## src/rtl/uart_rx.sv

```systemverilog
// 8-bit asynchronous serial receiver: 2-flop synchronizer, mid-bit sampling, ready/valid output.
// Optional even-parity bit enabled by defining UART_RX_PARITY_EN.
`timescale 1ns/1ps

module uart_rx #(
    parameter int CLK_FREQ  = 100_000_000,
    parameter int BODE_RATE = 115_200
) (
    input  logic       clk,
    input  logic       rst,
    input  logic       rx,
    output logic [7:0] rx_data,
    output logic       rx_data_valid,
    input  logic       rx_data_ready,
    output logic       rx_busy,
    output logic       rx_frame_err,
    output logic       rx_overrun,
    output logic       rx_parity_err
);

    localparam int          CYCLE     = CLK_FREQ / BODE_RATE;
    localparam int          HALF      = CYCLE / 2;
    localparam logic [15:0] CYC_LAST  = 16'(CYCLE - 1);
    localparam logic [15:0] HALF_LAST = 16'(HALF - 1);

    typedef enum logic [2:0] {
        IDLE   = 3'd0,
        START  = 3'd1,
        DATA   = 3'd2,
        PARITY = 3'd3,
        STOP   = 3'd4
    } state_e;

    state_e      state_q;
    logic [15:0] cnt_q;
    logic [15:0] cnt_d;
    logic [2:0]  bit_cnt_q;
    logic [7:0]  shift_q;
    logic        rx_s0;
    logic        rx_s1;
    logic [1:0]  sync_vld_q;
    logic        rx_hi_q;
    logic [7:0]  data_q;
    logic        valid_q;
    logic        busy_q;
    logic        frame_err_q;
    logic        overrun_q;
    logic        cyc_done_s;
    logic        half_done_s;
    logic        fall_s;
    logic        consume_s;

`ifdef UART_RX_PARITY_EN
    logic        par_bad_q;
    logic        par_err_q;

    function automatic logic even_parity(input logic [7:0] d);
        return ^d;
    endfunction

    assign rx_parity_err = par_err_q;
`else
    assign rx_parity_err = 1'b0;
`endif

    assign cnt_d       = cnt_q + 16'd1;
    assign cyc_done_s  = (cnt_q == CYC_LAST);
    assign half_done_s = (cnt_q == HALF_LAST);
    // rx_hi_q only reflects genuine line samples, so a line held low through reset cannot fake an edge.
    assign fall_s      = rx_hi_q & ~rx_s1;
    assign consume_s   = valid_q & rx_data_ready;

    assign rx_data       = data_q;
    assign rx_data_valid = valid_q;
    assign rx_busy       = busy_q;
    assign rx_frame_err  = frame_err_q;
    assign rx_overrun    = overrun_q;

    // Synchronizer, receive FSM and registered outputs.
    always_ff @(posedge clk) begin
        if (!rst) begin
            state_q     <= IDLE;
            cnt_q       <= 16'd0;
            bit_cnt_q   <= 3'd0;
            shift_q     <= 8'd0;
            rx_s0       <= 1'b1;
            rx_s1       <= 1'b1;
            sync_vld_q  <= 2'b00;
            rx_hi_q     <= 1'b0;
            data_q      <= 8'd0;
            valid_q     <= 1'b0;
            busy_q      <= 1'b0;
            frame_err_q <= 1'b0;
            overrun_q   <= 1'b0;
`ifdef UART_RX_PARITY_EN
            par_bad_q   <= 1'b0;
            par_err_q   <= 1'b0;
`endif
        end else begin
            rx_s0       <= rx;
            rx_s1       <= rx_s0;
            sync_vld_q  <= {sync_vld_q[0], 1'b1};
            rx_hi_q     <= sync_vld_q[1] & rx_s1;
            frame_err_q <= 1'b0;
            overrun_q   <= 1'b0;
`ifdef UART_RX_PARITY_EN
            par_err_q   <= 1'b0;
`endif
            if (consume_s) begin
                valid_q <= 1'b0;
            end

            case (state_q)
                IDLE: begin
                    cnt_q <= 16'd0;
                    if (fall_s) begin
                        state_q <= START;
                        busy_q  <= 1'b1;
                    end
                end
                START: begin
                    if (half_done_s) begin
                        cnt_q <= 16'd0;
                        if (!rx_s1) begin
                            state_q   <= DATA;
                            bit_cnt_q <= 3'd0;
                        end else begin
                            state_q <= IDLE;
                            busy_q  <= 1'b0;
                        end
                    end else begin
                        cnt_q <= cnt_d;
                    end
                end
                DATA: begin
                    if (cyc_done_s) begin
                        cnt_q              <= 16'd0;
                        shift_q[bit_cnt_q] <= rx_s1;
                        if (bit_cnt_q == 3'd7) begin
                            bit_cnt_q <= 3'd0;
`ifdef UART_RX_PARITY_EN
                            state_q   <= PARITY;
`else
                            state_q   <= STOP;
`endif
                        end else begin
                            bit_cnt_q <= bit_cnt_q + 3'd1;
                        end
                    end else begin
                        cnt_q <= cnt_d;
                    end
                end
`ifdef UART_RX_PARITY_EN
                PARITY: begin
                    if (cyc_done_s) begin
                        cnt_q     <= 16'd0;
                        par_bad_q <= (rx_s1 != even_parity(shift_q));
                        state_q   <= STOP;
                    end else begin
                        cnt_q <= cnt_d;
                    end
                end
`endif
                STOP: begin
                    if (cyc_done_s) begin
                        // Leave at mid-stop so the next start edge is never missed.
                        cnt_q   <= 16'd0;
                        state_q <= IDLE;
                        busy_q  <= 1'b0;
                        if (!rx_s1) begin
                            frame_err_q <= 1'b1;
`ifdef UART_RX_PARITY_EN
                        end else if (par_bad_q) begin
                            par_err_q <= 1'b1;
`endif
                        end else if (!valid_q || rx_data_ready) begin
                            data_q  <= shift_q;
                            valid_q <= 1'b1;
                        end else begin
                            overrun_q <= 1'b1;
                        end
                    end else begin
                        cnt_q <= cnt_d;
                    end
                end
                default: begin
                    state_q <= IDLE;
                    busy_q  <= 1'b0;
                    cnt_q   <= 16'd0;
                end
            endcase
        end
    end

endmodule

```

## config.mk

```make
export PLATFORM = sky130hd
export DESIGN_NAME = uart_rx
export DESIGN_NICKNAME = d
export VERILOG_FILES = /design/src/rtl/uart_rx.sv
export SDC_FILE = /design/constraint.sdc
export NUM_CORES = 1
export LEC_CHECK = 0
export CAP_MARGIN = 25
export CORE_MARGIN = 3
export CORE_UTILIZATION = 40
export CTS_BUF_LIST = sky130_fd_sc_hd__clkbuf_16
export DETAILED_ROUTE_END_ITERATION = 8
export DONT_BUFFER_PORTS = 1
export PLACE_DENSITY_LB_ADDON = 0.12
export SKIP_CTS_REPAIR_TIMING = 1
export SLEW_MARGIN = 15
export SYNTH_ARGS = -nofsm -noshare
export SYNTH_HDL_FRONTEND = slang
export SYNTH_SLANG_ARGS = --single-unit
```

## constraint.sdc

```tcl
create_clock -name clk -period 1.9 [get_ports clk]
set_input_delay 0.475 -clock clk [delete_from_list [all_inputs] [get_ports clk]]
set_output_delay 0.475 -clock clk [all_outputs]
set_load 0.005 [all_outputs]
```

==> summary.md, run 1 <==
| Metric | Value |
|---|---|
| Fin cells | 312 |
| Syn Area/Cell | 9.12 µm² |
| DIE AREA | 5920 µm² |
| Slew Limit Fails | 0 |
| Commonest non-fill, non-tap cell in the layout | dfxtp_1 |
| Setup repair after global routing missed its margin | yes |
| Distinct cells, synth | 38 |
| Critical path cell sequence | or4_4 -> nor4_4 -> buf_6 -> nor3_2 -> or4_1 -> a21oi_1 |
| CTS max path bufs | 2 |
| Synth area leader | dfxtp_1 |
| Crit path capture type | flop |
| Detail Placement HPWL | 3090 µm |
| Syn_nets | 229 |
| Yosys Warn Count | 0 |
| Vias/cell | 5.26 |
| LEAKAGE | 0.967 nW |
| TritonCTS clock tree | done |
| Seq/Total Area, Yosys | 46.7% |
| Share of the synthesized area in the top cell type | 46.7% |
| Area contributors post-synth | dfxtp_1, mux2i_1, nor2_1, nand2_1, xor2_1 |
| Cells after synthesis | 221 |
| Core ar. | 4790 µm² |
| Synthesized cell area | 2010 µm² |
| Share of layout cells above drive strength 1 | 19.6% |
| Fin crit share | 107% |
| Maxcap violations | 0 |
| Htree depth | 2 |
| Die width | 77.0 µm |
| Clk_lat worst skew | 0.28 ns |
| Die height | 77.0 µm |
| Failing checks | setup timing |
| DRT antenna net count | 0 |
| Power per cell area | 735 nW/µm² |
| DR iter-0 viols | 90 |
| Grt ovf | 0 |
| Clock Tree Root | clkbuf_16 |
| Status | complete, but fails checks |
| Most frequent cells in the layout | dfxtp_1, nor2_1, nand2_1, buf_4, mux2i_1 |
| Final Worst Setup Slack | -0.131 ns |
| Final setup fails | 37 |
| PortBufs | 0 |
| Via Count | 1640 |
| Vias in the first global route | 1616 |
| First-pass GRT wire length | 7530 µm |
| Initial DRT Pass Iterations | 4 |
| CP max stage delay | 0.55 ns |
| Worst rel slew slack | 64.6% |
| Largest net degree at the start of global routing | 21 |
| Maximum vdd drop | 0.399 mV |
| Pre-CTS setup slack | -0.185 ns |
| Max frequency | 492 MHz |
| CP max-delay cell | or4_4 |
| CTS Buf Count | 5 |
| Clock sinks | 47 |
| Clk_skew | 0.00585 ns |
| Gpl congestion | 0.865 |
| Final Hold Viols | 0 |
| # DRC | 0 |
| Nets | 252 |
| Clk pin slew, worst setup/hold paths | 0.06 ns |
| Worst endpoint data arrival time | 2.24 ns |
| Critical Path RT | 2.11 ns |
| Worst-Margin Slew | 0.530 ns |
| Hold WC Path Type | primary input to flop |
| Yosys reg bits | 47 |
| Mean routed wirelength per cell | 13.7 µm |
| Drt total wl | 4270 µm |
| Io pins | 17 |
| Critical path type | flop to flop |
| Antenna Cells | 0 |
| Fin crit period | 2.03 ns |
| Initial antenna violation count | 0 |
| Overall global routing resource usage | 15.7% |
| Worst Path Max Fanout | 5 |
| Num rows | 25 |
| CP Launch Type | flop |
| DP Cell Count | 303 |
| Syn-to-layout area delta | 25.0% |
| Fillers | 455 |
| Initial Util | 42.1% |
stage by stage:
step	setup TNS, ns	hold slack (ns)	power (mW)	area, µm²	utilization (%)
2_1_floorplan	-1.83	0.386	1.04	2060	-
3_3_place_gp	-2.21	0.401	1.04	2310	48.2
3_5_place_dp	-3.32	0.418	1.04	2310	48.2
4_1_cts	-3.96	0.212	1.88	2450	51.2
5_1_grt	-4.70	0.204	1.93	2520	52.6
6_report	-2.08	0.217	1.85	2520	52.6
area by class of cell:
cell class / count / area (µm²) / area share, %
multi-input combinational: 160 / 1110 / 44.1
sequential: 47 / 941 / 37.4
timing repair buffer: 27 / 231 / 9.19
clock buffer: 5 / 125 / 4.97
tap: 67 / 83.8 / 3.33
clock inverter: 3 / 16.3 / 0.646
inverter: 3 / 11.3 / 0.447
worst max-delay path: cells and delay by family (launching register included):
| kind | cells | cell delay [ns] |
|---|---|---|
| AO/OA/AOI/OAI | 1 | 0.13 |
| buffers and inverters | 1 | 0.16 |
| flip-flops | 1 | 0.31 |
| AND/OR/NAND/NOR | 4 | 1.36 |
power breakdown:
group	total, mW	internal (mW)	switching (mW)
sequential	0.995	0.991	0.00433
clock	0.835	0.480	0.355
combinational	0.0206	0.00664	0.0139
total	1.85	1.48	0.373
registers in the layout, summed over array words and instances (netlist names):
| name | cells |
|---|---|
| cnt_q | 16 |
| rx_data | 8 |
| shift_q | 8 |
| bit_cnt_q | 3 |
| state_q | 3 |
| sync_vld_q | 2 |
| rx_busy | 1 |
| rx_data_valid | 1 |
| rx_frame_err | 1 |
| rx_hi_q | 1 |
| rx_overrun | 1 |
| rx_s0 | 1 |
| rx_s1 | 1 |
cells in the mapped netlist, drive strengths merged:
master,number
dfxtp,47
nor2,33
nand2,24
mux2i,16
nand3,13
xor2,8
clkbuf,7
xnor2,7
nor3,6
nor4,6
a21oi,5
and3,5
or4,5
buf,4
ha,4
nand2b,4
nand4,4
inv,3
nor2b,3
nor4b,3
nand4b,2
o21ai,2
o31ai,2
and2,1
and4,1
conb,1
nor3b,1
o22ai,1
o311ai,1
o41ai,1
or4bb,1
metal layers:
metal | GRT usage [%] | routed length, µm | up-vias
met4 | 5.25 | 75 | 0
met3 | 4.34 | 148 | 7
met5 | 0 | 0 | -
li1 | - | - | 811
met1 | 19.1 | 1860 | 797
met2 | 26.7 | 2190 | 25
cell families after synthesis:
| group | share of synthesized area [%] |
|---|---|
| fa+ha+maj | 2.48 |
| xor+xnor | 6.52 |
| flops | 46.7 |
| buf+inv | 2.92 |
| mux | 7.95 |
| compound gates | 3.85 |
| simple gates | 29.4 |
| other cells | 0.186 |
path summary, 6_finish.rpt:
kind         startpoint  slack [ns]  cells past startpoint            end
min                 rst        0.22                      0  sync_vld_q[0]
max           cnt_q[10]       -0.13                      6     state_q[1]
min reg2reg       rx_s0        0.44                      1          rx_s1
max reg2reg   cnt_q[10]       -0.13                      6     state_q[1]
No activity file was read; power rests on OpenSTA's default activity.
==> run 2: changes to the inputs <==
--- a/config.mk
+++ b/config.mk
@@ -7,10 +7,9 @@
 export LEC_CHECK = 0
 export CAP_MARGIN = 25
 export CORE_MARGIN = 3
-export CORE_UTILIZATION = 40
+export CORE_UTILIZATION = 33
 export CTS_BUF_LIST = sky130_fd_sc_hd__clkbuf_16
 export DETAILED_ROUTE_END_ITERATION = 8
-export DONT_BUFFER_PORTS = 1
 export PLACE_DENSITY_LB_ADDON = 0.12
 export SKIP_CTS_REPAIR_TIMING = 1
 export SLEW_MARGIN = 15
==> summary.md, run 2 (synthesis results as in run 1) <==
| Metric | Value |
|---|---|
| Status | complete, but fails checks |
| Failing checks | setup timing |
| DIE AREA | 7080 µm² (+19%) |
| # DRC | 0 (unchanged) |
| Overall global routing resource usage | 12.5% (-3.2 points) |
| CTS max path bufs | 2 (unchanged) |
| Detail Placement HPWL | 2990 µm (-3.1%) |
| Most frequent cells in the layout | dfxtp_1, nor2_1, buf_4 |
| Initial Util | 35.3% (-6.8 points) |
| P_sw | 375 µW (+0.39%) |
| Setup TNS | -4.01 ns (-1.94 ns) |
| Worst endpoint data arrival time | 2.26 ns (+0.02 ns) |
| Setup repair after global routing missed its margin | yes |
| CTS Buf Count | 5 (unchanged) |
| R2R Path Start | cnt_q[2] |
| Maxcap violations | 0 (unchanged) |
| Mean routed wirelength per cell | 12.4 µm (-9.7%) |
| Clk_lat worst skew | 0.28 ns (about the same) |
| Via Count | 1631 (-0.55%) |
| Sequential power share | 53.5% (-0.3 points) |
| Hold depth | 1 (+1) |
| R2R depth | 6 (unchanged) |
| DR iter-0 viols | 92 (+2.2%) |
| DP Cell Count | 333 (+9.9%) |
| PortBufs | 15 (+15) |
| Clk pin slew, worst setup/hold paths | 0.06 ns (about the same) |
| Crit path capture type | flop |
| Clock network power share | 44.2% (-0.9 points) |
| Critical path type | flop to flop |
| Die height | 84.1 µm (+9.3%) |
| Slew Limit Fails | 0 (unchanged) |
| R2R Path End | shift_q[1] |
| Initial DRT Pass Iterations | 4 (unchanged) |
| Num rows | 27 (+8.0%) |
| Power per cell area | 667 nW/µm² (-9.3%) |
| LEAKAGE | 1.08 nW (+11%) |
| DRT antenna net count | 0 (unchanged) |
| Clk_skew | 0.00236 ns (-0.00350 ns) |
| Final setup fails | 38 (+2.7%) |
| Fin crit share | 108% (+0.65 points) |
| Fin crit period | 2.04 ns (+0.0123 ns) |
| Fin cells | 342 (+9.6%) |
| Share of layout cells above drive strength 1 | 24.1% (+4.5 points) |
| Hold WC Path Type | flop to flop |
| Hold Path End | rx_s1 |
| Logic pwr share | 2.3% (+1.2 points) |
| Max frequency | 489 MHz (-0.60%) |
| Clock sinks | 47 (unchanged) |
| Antenna Cells | 0 (unchanged) |
| Nets | 277 (+9.9%) |
| Power Total | 1.86 mW (+0.52%) |
| Initial antenna violation count | 0 (unchanged) |
| CP Launch Type | flop |
| Htree depth | 2 (unchanged) |
| Cell-internal power | 1.49 mW (+0.55%) |
| Critical Path RT | 2.12 ns (about the same) |
| Clock Tree Root | clkbuf_16 |
| Vias/cell | 4.77 (-9.3%) |
| First-pass GRT wire length | 7100 µm (-5.8%) |
| Hold path start | rx_s0 |
| Largest net degree at the start of global routing | 17 (-19%) |
| Syn-to-layout area delta | 38.5% |
| Grt ovf | 0 (unchanged) |
| Worst Path Max Fanout | 6 (+1) |
| Final Worst Setup Slack | -0.144 ns (-0.0123 ns) |
| Commonest non-fill, non-tap cell in the layout | dfxtp_1 |
| FF-to-FF setup slack | -0.14 ns (about the same) |
| TritonCTS clock tree | done |
| Max FFs per register | 16 (unchanged) |
| Maximum vdd drop | 0.329 mV (-18%) |
| Vias in the first global route | 1520 (-5.9%) |
| Drt total wl | 4230 µm (-0.98%) |
| Switching power share of the total | 20.1% (-0.025 points) |
| Io pins | 17 (unchanged) |
| Die width | 84.1 µm (+9.3%) |
| Final Hold Viols | 0 (unchanged) |
| Gpl congestion | 0.769 (-11%) |
| Core ar. | 5710 µm² (+19%) |
| Biggest register | cnt_q |
run 2: changes by cell type in the layout (fill, tap and decap cells not counted), moves of 2 or more:
cell	before	now
a21oi_1	4	2
a21oi_2	0	3
buf_4	24	32
buf_6	1	3
clkdlybuf4s50_1	0	15
dfxtp_1	47	45
dfxtp_2	0	2
run 2: area by class of cell:
cell class,count,area [µm²]
Clock buffer,5,125
Clock inverter,3,12.5
Fill cell,557,2920
Inverter,3,11.3
Multi-Input combinational cell,160,1140
Sequential cell,47,943
Tap cell,72,90.1
Timing Repair Buffer,52,464
run 2: power groups by stage:
stage | combinational (mW) | clock (mW) | sequential (mW)
after CTS | 0.0417 | 0.861 | 0.995
after floorplan | 0.0232 | 0 | 1.01
after global routing | 0.0472 | 0.890 | 0.995
final | 0.0431 | 0.822 | 0.995
after detailed placement | 0.0416 | 0 | 1.02
after global placement | 0.0416 | 0 | 1.02
run 2: per-stage QoR:
step	instance area (µm²)	utilization, %	setup WS (ns)	hold slack, ns
floorplan	2060	-	-0.126	0.386
global placement	2540	44.5	-0.127	0.397
detailed placement	2540	44.5	-0.157	0.398
CTS	2680	46.9	-0.184	0.413
global route	2790	48.9	-0.238	0.433
finish	2790	48.9	-0.144	0.408
run 2: worst max-delay path, stage by stage, from the launching register on:
cell	delay [ns]
dfxtp_2	0.32
or4_4	0.55
nor4_4	0.28
buf_4	0.19
nand3_4	0.16
nor4b_4	0.28
mux2i_1	0.20
run 2: worst max path at each step:
stage	slack [ns]	start	end	cells past startpoint
finish	-0.14	cnt_q[2]	shift_q[1]	6
floorplan	-0.13	cnt_q[15]	state_q[1]	5
global route	-0.24	cnt_q[2]	shift_q[2]	6
global placement	-0.13	cnt_q[15]	shift_q[1]	6
detailed placement	-0.16	cnt_q[15]	shift_q[1]	6
CTS	-0.18	cnt_q[15]	shift_q[1]	6
run 2: layer usage:
layer	GRT usage (%)	up-vias	wire length, µm
met5	0	-	0
li1	-	859	-
met1	18.0	746	2270
met4	6.14	0	88
met3	3.43	8	120
met2	16.9	18	1750
